File: src/rtl/rv_pkg.sv
// Shared RISC-V control-flow encodings used by the execute-stage redirect logic.
package rv_pkg;

  localparam logic [6:0] OPC_BRANCH = 7'b1100011;
  localparam logic [6:0] OPC_JAL    = 7'b1101111;
  localparam logic [6:0] OPC_JALR   = 7'b1100111;

  localparam logic [31:0] NOP_INSTR = 32'h00000013;

  typedef enum logic [2:0] {
    BEQ  = 3'b000,
    BNE  = 3'b001,
    BLT  = 3'b100,
    BGE  = 3'b101,
    BLTU = 3'b110,
    BGEU = 3'b111
  } br_funct3_t;

endpackage

File: src/rtl/branch_redirect_cmp.sv
// Conditional-branch comparator: evaluates funct3 against two operands and flags
// whether funct3 names a real branch condition.
module branch_cmp
  import rv_pkg::*;
#(
  parameter int DATA_WIDTH = 32
) (
  input  logic [2:0]            funct3_i,
  input  logic [DATA_WIDTH-1:0] a_i,
  input  logic [DATA_WIDTH-1:0] b_i,
  output logic                  cond_o,
  output logic                  valid_f3_o
);

  logic eq_s;
  logic lt_s;
  logic ltu_s;

  assign eq_s  = (a_i == b_i);
  assign lt_s  = ($signed(a_i) < $signed(b_i));
  assign ltu_s = (a_i < b_i);

  // funct3 010/011 are reserved on the branch opcode: never taken, never counted
  always_comb begin
    cond_o     = 1'b0;
    valid_f3_o = 1'b1;
    case (br_funct3_t'(funct3_i))
      BEQ:     cond_o = eq_s;
      BNE:     cond_o = ~eq_s;
      BLT:     cond_o = lt_s;
      BGE:     cond_o = ~lt_s;
      BLTU:    cond_o = ltu_s;
      BGEU:    cond_o = ~ltu_s;
      default: begin
        cond_o     = 1'b0;
        valid_f3_o = 1'b0;
      end
    endcase
  end

endmodule

File: src/rtl/branch_redirect.sv
// Execute-stage branch/jump resolution: owns the D->E pipeline register, drives the
// fetch redirect and decode flush, and keeps saturating branch statistics.
module branch_redirect
  import rv_pkg::*;
#(
  parameter int DATA_WIDTH = 32,
  parameter int CNT_WIDTH  = 16
) (
  input  logic                  clk,
  input  logic                  rst,
  input  logic [DATA_WIDTH-1:0] InstrD,
  input  logic [DATA_WIDTH-1:0] PCd,
  input  logic [DATA_WIDTH-1:0] PCPlus4D,
  input  logic                  BubbleE,
  input  logic [DATA_WIDTH-1:0] SrcAE,
  input  logic [DATA_WIDTH-1:0] SrcBE,
  output logic [4:0]            Rs1E,
  output logic [4:0]            Rs2E,
  output logic                  PCsrcE,
  output logic [DATA_WIDTH-1:0] PCTargetE,
  output logic                  FlushD,
  output logic [DATA_WIDTH-1:0] LinkE,
  output logic                  MisalignE,
  output logic [CNT_WIDTH-1:0]  BranchCnt,
  output logic [CNT_WIDTH-1:0]  TakenCnt
);

  localparam logic [DATA_WIDTH-1:0] NOP_W   = DATA_WIDTH'(NOP_INSTR);
  localparam logic [DATA_WIDTH-1:0] ZERO_W  = '0;
  localparam logic [CNT_WIDTH-1:0]  CNT_ONE = CNT_WIDTH'(1);
  localparam logic [CNT_WIDTH-1:0]  CNT_MAX = '1;

  logic [DATA_WIDTH-1:0] InstrE_q, InstrE_d;
  logic [DATA_WIDTH-1:0] PCe_q, PCe_d;
  logic [DATA_WIDTH-1:0] PCPlus4E_q, PCPlus4E_d;
  logic                  ValidE_q, ValidE_d;
  logic [CNT_WIDTH-1:0]  BranchCnt_q, BranchCnt_d;
  logic [CNT_WIDTH-1:0]  TakenCnt_q, TakenCnt_d;

  logic [6:0]            opcode_s;
  logic                  is_branch_s;
  logic                  is_jal_s;
  logic                  is_jalr_s;
  logic [DATA_WIDTH-1:0] imm_b_s;
  logic [DATA_WIDTH-1:0] imm_j_s;
  logic [DATA_WIDTH-1:0] imm_i_s;
  logic [DATA_WIDTH-1:0] pc_off_s;
  logic [DATA_WIDTH-1:0] jalr_sum_s;
  logic [DATA_WIDTH-1:0] target_s;
  logic                  cond_s;
  logic                  valid_f3_s;
  logic                  taken_s;
  logic                  misalign_s;
  logic                  redirect_s;
  logic                  count_en_s;

  assign opcode_s    = InstrE_q[6:0];
  assign is_branch_s = (opcode_s == OPC_BRANCH);
  assign is_jal_s    = (opcode_s == OPC_JAL);
  assign is_jalr_s   = (opcode_s == OPC_JALR);

  assign imm_b_s = {{(DATA_WIDTH-12){InstrE_q[31]}}, InstrE_q[7], InstrE_q[30:25],
                    InstrE_q[11:8], 1'b0};
  assign imm_j_s = {{(DATA_WIDTH-20){InstrE_q[31]}}, InstrE_q[19:12], InstrE_q[20],
                    InstrE_q[30:21], 1'b0};
  assign imm_i_s = {{(DATA_WIDTH-12){InstrE_q[31]}}, InstrE_q[31:20]};

  branch_cmp #(
    .DATA_WIDTH (DATA_WIDTH)
  ) u_cmp (
    .funct3_i   (InstrE_q[14:12]),
    .a_i        (SrcAE),
    .b_i        (SrcBE),
    .cond_o     (cond_s),
    .valid_f3_o (valid_f3_s)
  );

  // Target generation; arithmetic wraps modulo 2^DATA_WIDTH by construction
  always_comb begin
    pc_off_s   = is_jal_s ? imm_j_s : imm_b_s;
    jalr_sum_s = SrcAE + imm_i_s;
    if (is_jalr_s) begin
      target_s = {jalr_sum_s[DATA_WIDTH-1:1], 1'b0};
    end else begin
      target_s = PCe_q + pc_off_s;
    end
  end

  // A misaligned taken target is reported but never redirects fetch
  assign taken_s    = is_jal_s | is_jalr_s | (is_branch_s & valid_f3_s & cond_s);
  assign misalign_s = taken_s & ValidE_q & (target_s[1] | target_s[0]);
  assign redirect_s = taken_s & ValidE_q & ~misalign_s;
  assign count_en_s = ValidE_q & is_branch_s & valid_f3_s;

  assign Rs1E      = InstrE_q[19:15];
  assign Rs2E      = InstrE_q[24:20];
  assign PCsrcE    = redirect_s;
  assign FlushD    = redirect_s;
  assign PCTargetE = ValidE_q ? target_s : ZERO_W;
  assign MisalignE = misalign_s;
  assign LinkE     = PCPlus4E_q;
  assign BranchCnt = BranchCnt_q;
  assign TakenCnt  = TakenCnt_q;

  // E register next state: wrong-path or load-use slots become an invalid NOP
  always_comb begin
    InstrE_d   = InstrD;
    PCe_d      = PCd;
    PCPlus4E_d = PCPlus4D;
    ValidE_d   = 1'b1;
    if (redirect_s || BubbleE) begin
      InstrE_d   = NOP_W;
      PCe_d      = ZERO_W;
      PCPlus4E_d = ZERO_W;
      ValidE_d   = 1'b0;
    end else begin
      ValidE_d   = 1'b1;
    end
  end

  // Saturating statistics; misaligned taken branches still count
  always_comb begin
    BranchCnt_d = BranchCnt_q;
    TakenCnt_d  = TakenCnt_q;
    if (count_en_s) begin
      if (BranchCnt_q != CNT_MAX) begin
        BranchCnt_d = BranchCnt_q + CNT_ONE;
      end else begin
        BranchCnt_d = BranchCnt_q;
      end
      if (cond_s && (TakenCnt_q != CNT_MAX)) begin
        TakenCnt_d = TakenCnt_q + CNT_ONE;
      end else begin
        TakenCnt_d = TakenCnt_q;
      end
    end else begin
      BranchCnt_d = BranchCnt_q;
      TakenCnt_d  = TakenCnt_q;
    end
  end

  // State registers with synchronous reset
  always_ff @(posedge clk) begin
    if (rst) begin
      InstrE_q    <= NOP_W;
      PCe_q       <= ZERO_W;
      PCPlus4E_q  <= ZERO_W;
      ValidE_q    <= 1'b0;
      BranchCnt_q <= '0;
      TakenCnt_q  <= '0;
    end else begin
      InstrE_q    <= InstrE_d;
      PCe_q       <= PCe_d;
      PCPlus4E_q  <= PCPlus4E_d;
      ValidE_q    <= ValidE_d;
      BranchCnt_q <= BranchCnt_d;
      TakenCnt_q  <= TakenCnt_d;
    end
  end

endmodule

File: config.mk
export PLATFORM = sky130hd
export DESIGN_NAME = branch_redirect
export DESIGN_NICKNAME = d
export VERILOG_FILES = /design/src/rtl/rv_pkg.sv /design/src/rtl/branch_redirect_cmp.sv /design/src/rtl/branch_redirect.sv
export SDC_FILE = /design/constraint.sdc
export NUM_CORES = 1
export LEC_CHECK = 0
export BUFFER_PORTS_ARGS = -buffer_cell sky130_fd_sc_hd__buf_2
export CORE_UTILIZATION = 55
export DETAILED_ROUTE_END_ITERATION = 8
export PLACE_DENSITY = 0.84
export SYNTH_ARGS = -nofsm -noshare
export SYNTH_HDL_FRONTEND = slang
export SYNTH_SLANG_ARGS = --single-unit
File: constraint.sdc
create_clock -name clk -period 11 [get_ports clk]
set_input_delay 3.3 -clock clk [delete_from_list [all_inputs] [get_ports clk]]
set_output_delay 3.3 -clock clk [all_outputs]
set_load 0.02 [all_outputs]
# == Yosys cells after proc, flatten, opt, wreduce, memory -nomap -nowiden ==
# Index checks and enable logic that the tools add are counted.
# totals
reg_bits,129
in_bits,163
out_inout_bits,109
wordCells,50
# classes
addsub,4
order_cmp,2
eq_ne,11
n_mux,6
bitwise_logic,14
n_reduce_logical,7
# ops
op,n
$add A32 B32 Y32,2
$lt A32 B32 Y1,2
$mux W32,2
$add A16 B1 Y16 const B,2
$eq A32 B32 Y1,1
$ne A16 B16 Y1 const B,2
$eq A7 B7 Y1 const B,3
$mux W20,1
$eq A3 B3 Y1 const B,4
$and A1 B1 Y1,7
$pmux W1 S6,1
$reduce_or A6 Y1,1
$not A1 Y1,4
$reduce_and A2 Y1,2
$eq A3 B1 Y1 const B,1
$logic_not A3 Y1,1
$or A1 B1 Y1,3
$mux W1,2
$reduce_or A2 Y1,1
$logic_and A1 B1 Y1,1
$logic_or A1 B1 Y1,1

# == Depth between registers and ports, before layout ==
# Gate-level depths: netlist (run 1).
# depth
ltp_word,12
ltp_mapped,18
ltp_nobuf,17

# == By module ==
# From an unflattened synthesis (run 1), not the netlist that was laid out.
# unflattened
hier_cells,1028
hier_area_um2,8554.5
# by_module_without_submodules
mod,instances,cells_per_inst,area_per_inst_um2,seq_area_each_um2
branch_redirect,1,906,7686.1,2582.5
branch_cmp,1,122,868.3,0.0

# == Worst setup path after synthesis (run 1) ==
# No wires, ideal clock.
# synth_path
path_type,input -> output
startpoint,input port SrcBE[1]
endpoint,output port PCsrcE
arrival_time_ns,6.041
t_required_ns,7.700
setup_slack_ns,1.659
path_stages,14
path_buffers,3
cell_sequence,inv_1 -> ha_1 -> nor2b_1 -> o21a_1 -> o21ai_1 -> a2111oi_2 -> a211oi_1 -> or3_1 -> and3_1 -> buf_6 -> buf_6 -> o21a_1 -> nor3_1 -> buf_4
# synth_via
elab_chain_len,9
word_cells_on_any_way,13
cone_classes,order compare (2); eq/ne (1); mux (1); bitwise (9)
# synth_rtl
item,line_no,text
from (decl),branch_redirect.sv:16,"input logic [DATA_WIDTH-1:0] SrcBE,"
$lt A32 B32 Y1 (tied with other cells),branch_redirect_cmp.sv:21,assign ltu_s = (a_i < b_i);
"$not A1 Y1, on equally long branches","branch_redirect_cmp.sv:33, branch_redirect_cmp.sv:29, branch_redirect_cmp.sv:31",
$pmux W1 S6 (*),branch_redirect_cmp.sv:27,case (br_funct3_t'(funct3_i))
$and A1 B1 Y1 (*),branch_redirect.sv:90,assign taken_s = is_jal_s | is_jalr_s | (is_branch_s & valid_f3_s & cond_s);
$or A1 B1 Y1 (*),branch_redirect.sv:90,
$and A1 B1 Y1 (*),"branch_redirect.sv:91, branch_redirect.sv:92",
$and A1 B1 Y1,branch_redirect.sv:91,assign misalign_s = taken_s & ValidE_q & (target_s[1] | target_s[0]);
$not A1 Y1,branch_redirect.sv:92,assign redirect_s = taken_s & ValidE_q & ~misalign_s;
$and A1 B1 Y1 (*),branch_redirect.sv:92,
to (decl),branch_redirect.sv:19,"output logic PCsrcE,"
# Mark *: on every way between the ends. The rest lies on a longest branch, timed or not.

# == Worst setup path after layout (run 1) ==
# layout_path
startpoint,input port SrcAE[0]
endpoint,output port PCTargetE[30]
# layout_via
elab_chain_len,3
# layout_rtl
item,line_no,text
from (decl),branch_redirect.sv:15,"input logic [DATA_WIDTH-1:0] SrcAE,"
$add A32 B32 Y32,branch_redirect.sv:81,jalr_sum_s = SrcAE + imm_i_s;
$mux W32,branch_redirect.sv:82,if (is_jalr_s) begin
$mux W32,branch_redirect.sv:99,assign PCTargetE = ValidE_q ? target_s : ZERO_W;
to (decl),branch_redirect.sv:20,"output logic [DATA_WIDTH-1:0] PCTargetE,"
# Every way passes these cells.

==> results.txt, run 1 <==
total CTS buffers: 17
relative slew slack: 0.201
setup TNS: 0 ps
Hold-fix buffers, CTS: 0
Final Setup Violations: 0
Final Skew: 8.26 ps
CTS H-tree depth: 4
number of synthesized flops with an enable pin: 0
FMAX: 0.103 GHz
TritonCTS clock tree: built
vias in the first global route: 7778
synthesized cell area: 8670 µm²
Mapped Nets: 1295
nets@finish: 1549
post-route ant nets: 0
max_cap viols: 0
total track usage: 0.284
vias: 8373
post-synthesis cell count: 1036
ys flop type: dfxtp_1
peak supply drop: 0.125 mV
Tcrit/Tclk final: 0.885
first-pass GRT wire length: 36.3 mm
Critical Path Source: SrcAE[0]
post-synthesis async set-or-reset flop share: 0
setup bufs post-CTS: 0
CP required: 7700 ps
Pwr Density: 121 nW/µm²
Residual DRC: 0
Worst-Skew Late Latency: 410 ps
RSZ-0062 raised after global routing: false
top-level port count: 272
synth unique cells: 69
clk sinks: 129
Critical Path End Type: primary output
CTS root buffer: clkbuf_16
initial antenna violation count: 3
vias per inst: 5.52
synth-to-layout area growth: 23.6%
mean routed wirelength per cell: 15.3 µm
most common cell after layout, fill and taps aside: buf_2
# port buffers: 271
Initial Util: 0.566
CP Class: input port to primary output
HPWL after DPL: 18.2 mm
DRT Pass-1 Iters: 5
fin. max-slew vios: 0
GPL Wtd Cong: 0.916
crit path max fanout: 4
FF-to-FF setup slack: 7190 ps
clk slew on worst S/H paths: 60 ps
worst r2r path cells: 12
number of synthesized register bits: 129
R2R Path End: InstrE_q[2]
Die Wd: 128 µm
status: finished clean
CTS max path bufs: 2
commonest non-fill, non-tap cells in the layout: 271 x buf_2, 129 x dfxtp_1, 100 x and2_1
Congestion Overflow GR: 0
Seq/Total Area, Yosys: 0.298
Min-Delay Path Class: register to register
final hold vios: 0
total core area: 15300 µm²
DIE AREA: 16300 µm²
die extent in y: 128 µm
final core utilization: 0.700
largest net degree at the start of global routing: 58
DRT Wirelength: 23.3 mm
Row Count: 45
CP Launch Type: input port
worst r2r src: InstrE_q[0]
critical path arrival: 6430 ps
final worst path period need: 9730 ps
Resize count post-CTS: 0
Yosys warnings: 0
1st-iter DRT viols: 568
end of the critical path: PCTargetE[30]
Worst Tran Pin Value: 1190 ps
ratio of cells with drive above 1 in the final layout: 0.255
Static Leak: 5.52 nW
syn avg cell area: 8.37 µm²
## worst min path at each step
stage                  startpoint            end  slack, ps  cells past startpoint
global placement    BranchCnt[11]  BranchCnt[11]        480                      2
floorplan            TakenCnt[10]   TakenCnt[10]        560                      2
CTS                 BranchCnt[11]  BranchCnt[11]        510                      2
global route          TakenCnt[8]    TakenCnt[8]        540                      2
finish              BranchCnt[11]  BranchCnt[11]        520                      2
detailed placement  BranchCnt[11]  BranchCnt[11]        500                      2
## where the power goes
part / internal [mW] / total, mW / leakage [nW] / switching (mW)
logic: 0.0935 / 0.211 / 4.16 / 0.117
registers: 0.482 / 0.489 / 1.05 / 0.00684
clock network: 0.387 / 0.594 / 0.305 / 0.207
## metrics by stage
| stage | area (µm²) | power (mW) | worst slack (ps) | hold slack [ps] | std cells |
|---|---|---|---|---|---|
| floorplan | 8670 | 0.639 | 1660 | 557 | 1036 |
| global placement | 10100 | 0.704 | 1360 | 480 | 1482 |
| detailed placement | 10100 | 0.706 | 1330 | 499 | 1482 |
| CTS | 10700 | 1.30 | 1310 | 508 | 1514 |
| global route | 10700 | 1.35 | 1120 | 539 | 1517 |
| finish | 10700 | 1.29 | 1270 | 515 | 1517 |
## layout make-up
type	count	area [µm²]
Clock inverter	12	181
Fill cell	1281	4600
Sequential cell	129	2580
Tap cell	211	264
Clock buffer	20	447
Antenna cell	3	7.51
Inverter	54	203
Timing Repair Buffer	276	1390
Multi-Input combinational cell	812	5640
## synth_stat cells, types with 11 or more instances
library cell	number	share of area
dfxtp_1	129	0.30
and2_1	100	0.072
ha_1	94	0.14
nand2_1	90	0.039
a21oi_1	72	0.042
nor2_1	55	0.024
inv_1	54	0.023
a21o_1	45	0.039
o21ai_0	37	0.021
xor2_1	35	0.035
nand3_1	27	0.016
xnor2_1	25	0.025
nor3_1	22	0.013
clkbuf_1	18	0.0078
nand4_1	17	0.012
and3_1	15	0.011
nor2b_1	13	0.0094
or4_1	13	0.011
o21a_1	12	0.010
o31ai_1	12	0.010
a21boi_0	11	0.0095
buf_4	11	0.0095
## critical path, stage by stage
cell and delay [ps]:
buf_2 110, and2_1 160, fa_1 400, a21o_1 240
a221oi_1 550, a21oi_1 220, o21ai_0 370, a21o_1 200
a31oi_1 100, o41ai_1 330, xor2_1 120, o22ai_1 140
buf_2 190
## kinds of logic (layout without fill, tap and decap cells)
| logic type | Yosys count | after routing | synth area share |
|---|---|---|---|
| and+or+nand+nor | 394 | 394 | 0.242 |
| xor gates and xnor gates | 60 | 60 | 0.0606 |
| adders and majority gates | 96 | 96 | 0.140 |
| other | 0 | 3 | 0 |
| buffers and inverters | 95 | 362 | 0.0534 |
| DFF | 129 | 129 | 0.298 |
| muxes | 9 | 9 | 0.0111 |
| AOI/OAI and AO/OA | 253 | 253 | 0.195 |
## state kept, by name (all words and copies together), names as in the netlist
register	cells
BranchCnt	16
InstrE_q	32
LinkE	32
PCe_q	32
TakenCnt	16
ValidE_q	1
## per-layer routing
metal	track usage	part of all wire	routed length, µm	vias up
li1	-	-	-	4176
met1	0.339	0.43	10000	3815
met2	0.489	0.47	10900	340
met3	0.0624	0.072	1670	42
met4	0.125	0.028	644	0
met5	0	0	0	-
(Power assumes the default switching activity.)
==> inputs of run 2 (changes only) <==
CORE_UTILIZATION = 32   (was 55)
CTS_BUF_LIST = sky130_fd_sc_hd__clkbuf_2   (was unset)
CTS_CLUSTER_SIZE = 20   (was unset)
PLACE_DENSITY = 0.53   (was 0.84)
==> results.txt, run 2 (synthesis results as in run 1) <==
status: complete, but fails checks
failing checks: DRC
initial antenna violation count: 6 (+3)
RSZ-0062 raised after global routing: false
Worst Tran Pin Value: 879 ps (-316 ps)
vias: 8102 (-3.2%)
commonest non-fill, non-tap cells in the layout: 271 x buf_2, 129 x dfxtp_1, 100 x and2_1
final core utilization: 0.400 (-0.300)
DRT Pass-1 Iters: 6 (+1)
CTS root buffer: clkbuf_2
max_cap viols: 0 (unchanged)
setup bufs post-CTS: 0 (unchanged)
crit path max fanout: 4 (unchanged)
worst hold path depth: 2 (unchanged)
1st-iter DRT viols: 389 (-32%)
CTS max path bufs: 2 (unchanged)
final setup margin: 1160 ps (-108 ps)
CTS H-tree depth: 4 (unchanged)
first-pass GRT wire length: 41.1 mm (+13%)
Die Wd: 167 µm (+31%)
top-level port count: 272 (unchanged)
TritonCTS clock tree: built
overall power: 1.02 mW (-21%)
most common cell after layout, fill and taps aside: buf_2
post-route ant nets: 0 (unchanged)
final hold vios: 0 (unchanged)
worst r2r path cells: 12 (unchanged)
setup TNS: 0 ps (unchanged)
vias per inst: 4.94 (-10%)
Resize count post-CTS: 0 (unchanged)
synth-to-layout area growth: 21.1%
final worst path period need: 9840 ps (+108 ps)
FMAX: 0.102 GHz (-1.1%)
clk slew on worst S/H paths: 210 ps (+150 ps)
Row Count: 59 (+31%)
CP required: 7700 ps (about the same)
fin. max-slew vios: 0 (unchanged)
DIE AREA: 27800 µm² (+71%)
# port buffers: 271 (unchanged)
GPL Wtd Cong: 0.845 (-7.8%)
Pwr Density: 97.1 nW/µm² (-20%)
peak supply drop: 0.0781 mV (-38%)
post-place setup slack: 1240 ps (-88.7 ps)
DRT Wirelength: 26.0 mm (+11%)
vias in the first global route: 7973 (+2.5%)
total CTS buffers: 17 (unchanged)
Critical Path End Type: primary output
worst-path cell chain: buf_2 > and2_1 > fa_1 > a21o_1 > a221oi_1 > a21oi_1 > o21ai_0 > a21o_1 > a31oi_1 > o41ai_1 > xor2_1 > o22ai_1 > buf_2
total core area: 26300 µm² (+72%)
Min-Delay Path Class: register to register
CP Class: input port to primary output
Tcrit/Tclk final: 0.895 (+0.00985)
Hold-fix buffers, CTS: 0 (unchanged)
Static Leak: 5.36 nW (-2.7%)
total track usage: 0.187 (-0.0967)
CP Launch Type: input port
clk sinks: 129 (unchanged)
ratio of cells with drive above 1 in the final layout: 0.256 (+0.00134)
mean routed wirelength per cell: 15.8 µm (+3.1%)
Final Setup Violations: 0 (unchanged)
die extent in y: 167 µm (+31%)
Final Skew: 39.1 ps (+30.9 ps)
Max stage delay on crit path: 550 ps (about the same)
Worst-Skew Late Latency: 690 ps (+280 ps)
fill cell count: 2804 (+120%)
Initial Util: 0.330 (-0.236)
slowest CP cell: a221oi_1
relative slew slack: 0.414 (+0.213)
critical path arrival: 6540 ps (+110 ps)
nets@finish: 1550 (+0.065%)
Residual DRC: 15 (+15)
HPWL after DPL: 20.8 mm (+14%)
Congestion Overflow GR: 0 (unchanged)
largest net degree at the start of global routing: 58 (unchanged)
run 2: cell types whose count changed in the layout (fill, tap and decap cells not counted), sizes merged:
cell      change
diode         -2
clkinv        -2
clkbuf        -3
clkinvlp      +1
buf           +1
inv           +6
bufinv        -2
run 2: final cells by class:
type / instances / area, µm² / area share
clock inverters: 15 / 170 / 0.0162
multi-input cells: 812 / 5640 / 0.537
clock buffers: 17 / 85.1 / 0.00810
repair buffers: 277 / 1400 / 0.133
well taps: 335 / 419 / 0.0399
flip-flops and latches: 129 / 2580 / 0.246
diodes: 1 / 2.50 / 0.000238
inverters: 54 / 203 / 0.0193
run 2: per-layer routing:
layer	track usage	wire [µm]
met3	0.0459	1580
met1	0.238	12300
met2	0.316	11800
met4	0.0467	264
met5	0	53
run 2: worst paths after layout:
path | start | to | slack [ps]
worst max-delay path | SrcAE[0] | PCTargetE[30] | 1160
worst min-delay path | TakenCnt[15] | TakenCnt[15] | 510
worst max register to register | InstrE_q[1] | PCe_q[18] | 7780
worst min register to register | TakenCnt[15] | TakenCnt[15] | 510
run 2: report_power, final:
part	switching (mW)	total (mW)	leakage, nW	internal (mW)
clock network	0.205	0.316	0.150	0.112
registers	0.00731	0.490	1.05	0.483
logic	0.119	0.213	4.16	0.0936
run 2: critical path, delay by kind of cell:
family	cells	cell delay (ps)
and+or+nand+nor	1	160
xor gates and xnor gates	1	190
buffers and inverters	2	290
adders and majority gates	1	410
AOI/OAI and AO/OA	8	2180
run 2: per-stage QoR:
stage	instances	hold WS, ps	area [µm²]
after floorplan	1036	557	8670
after global placement	1607	484	10200
after detailed placement	1607	493	10200
after CTS	1639	517	10500
after global routing	1640	541	10500
final	1640	513	10500
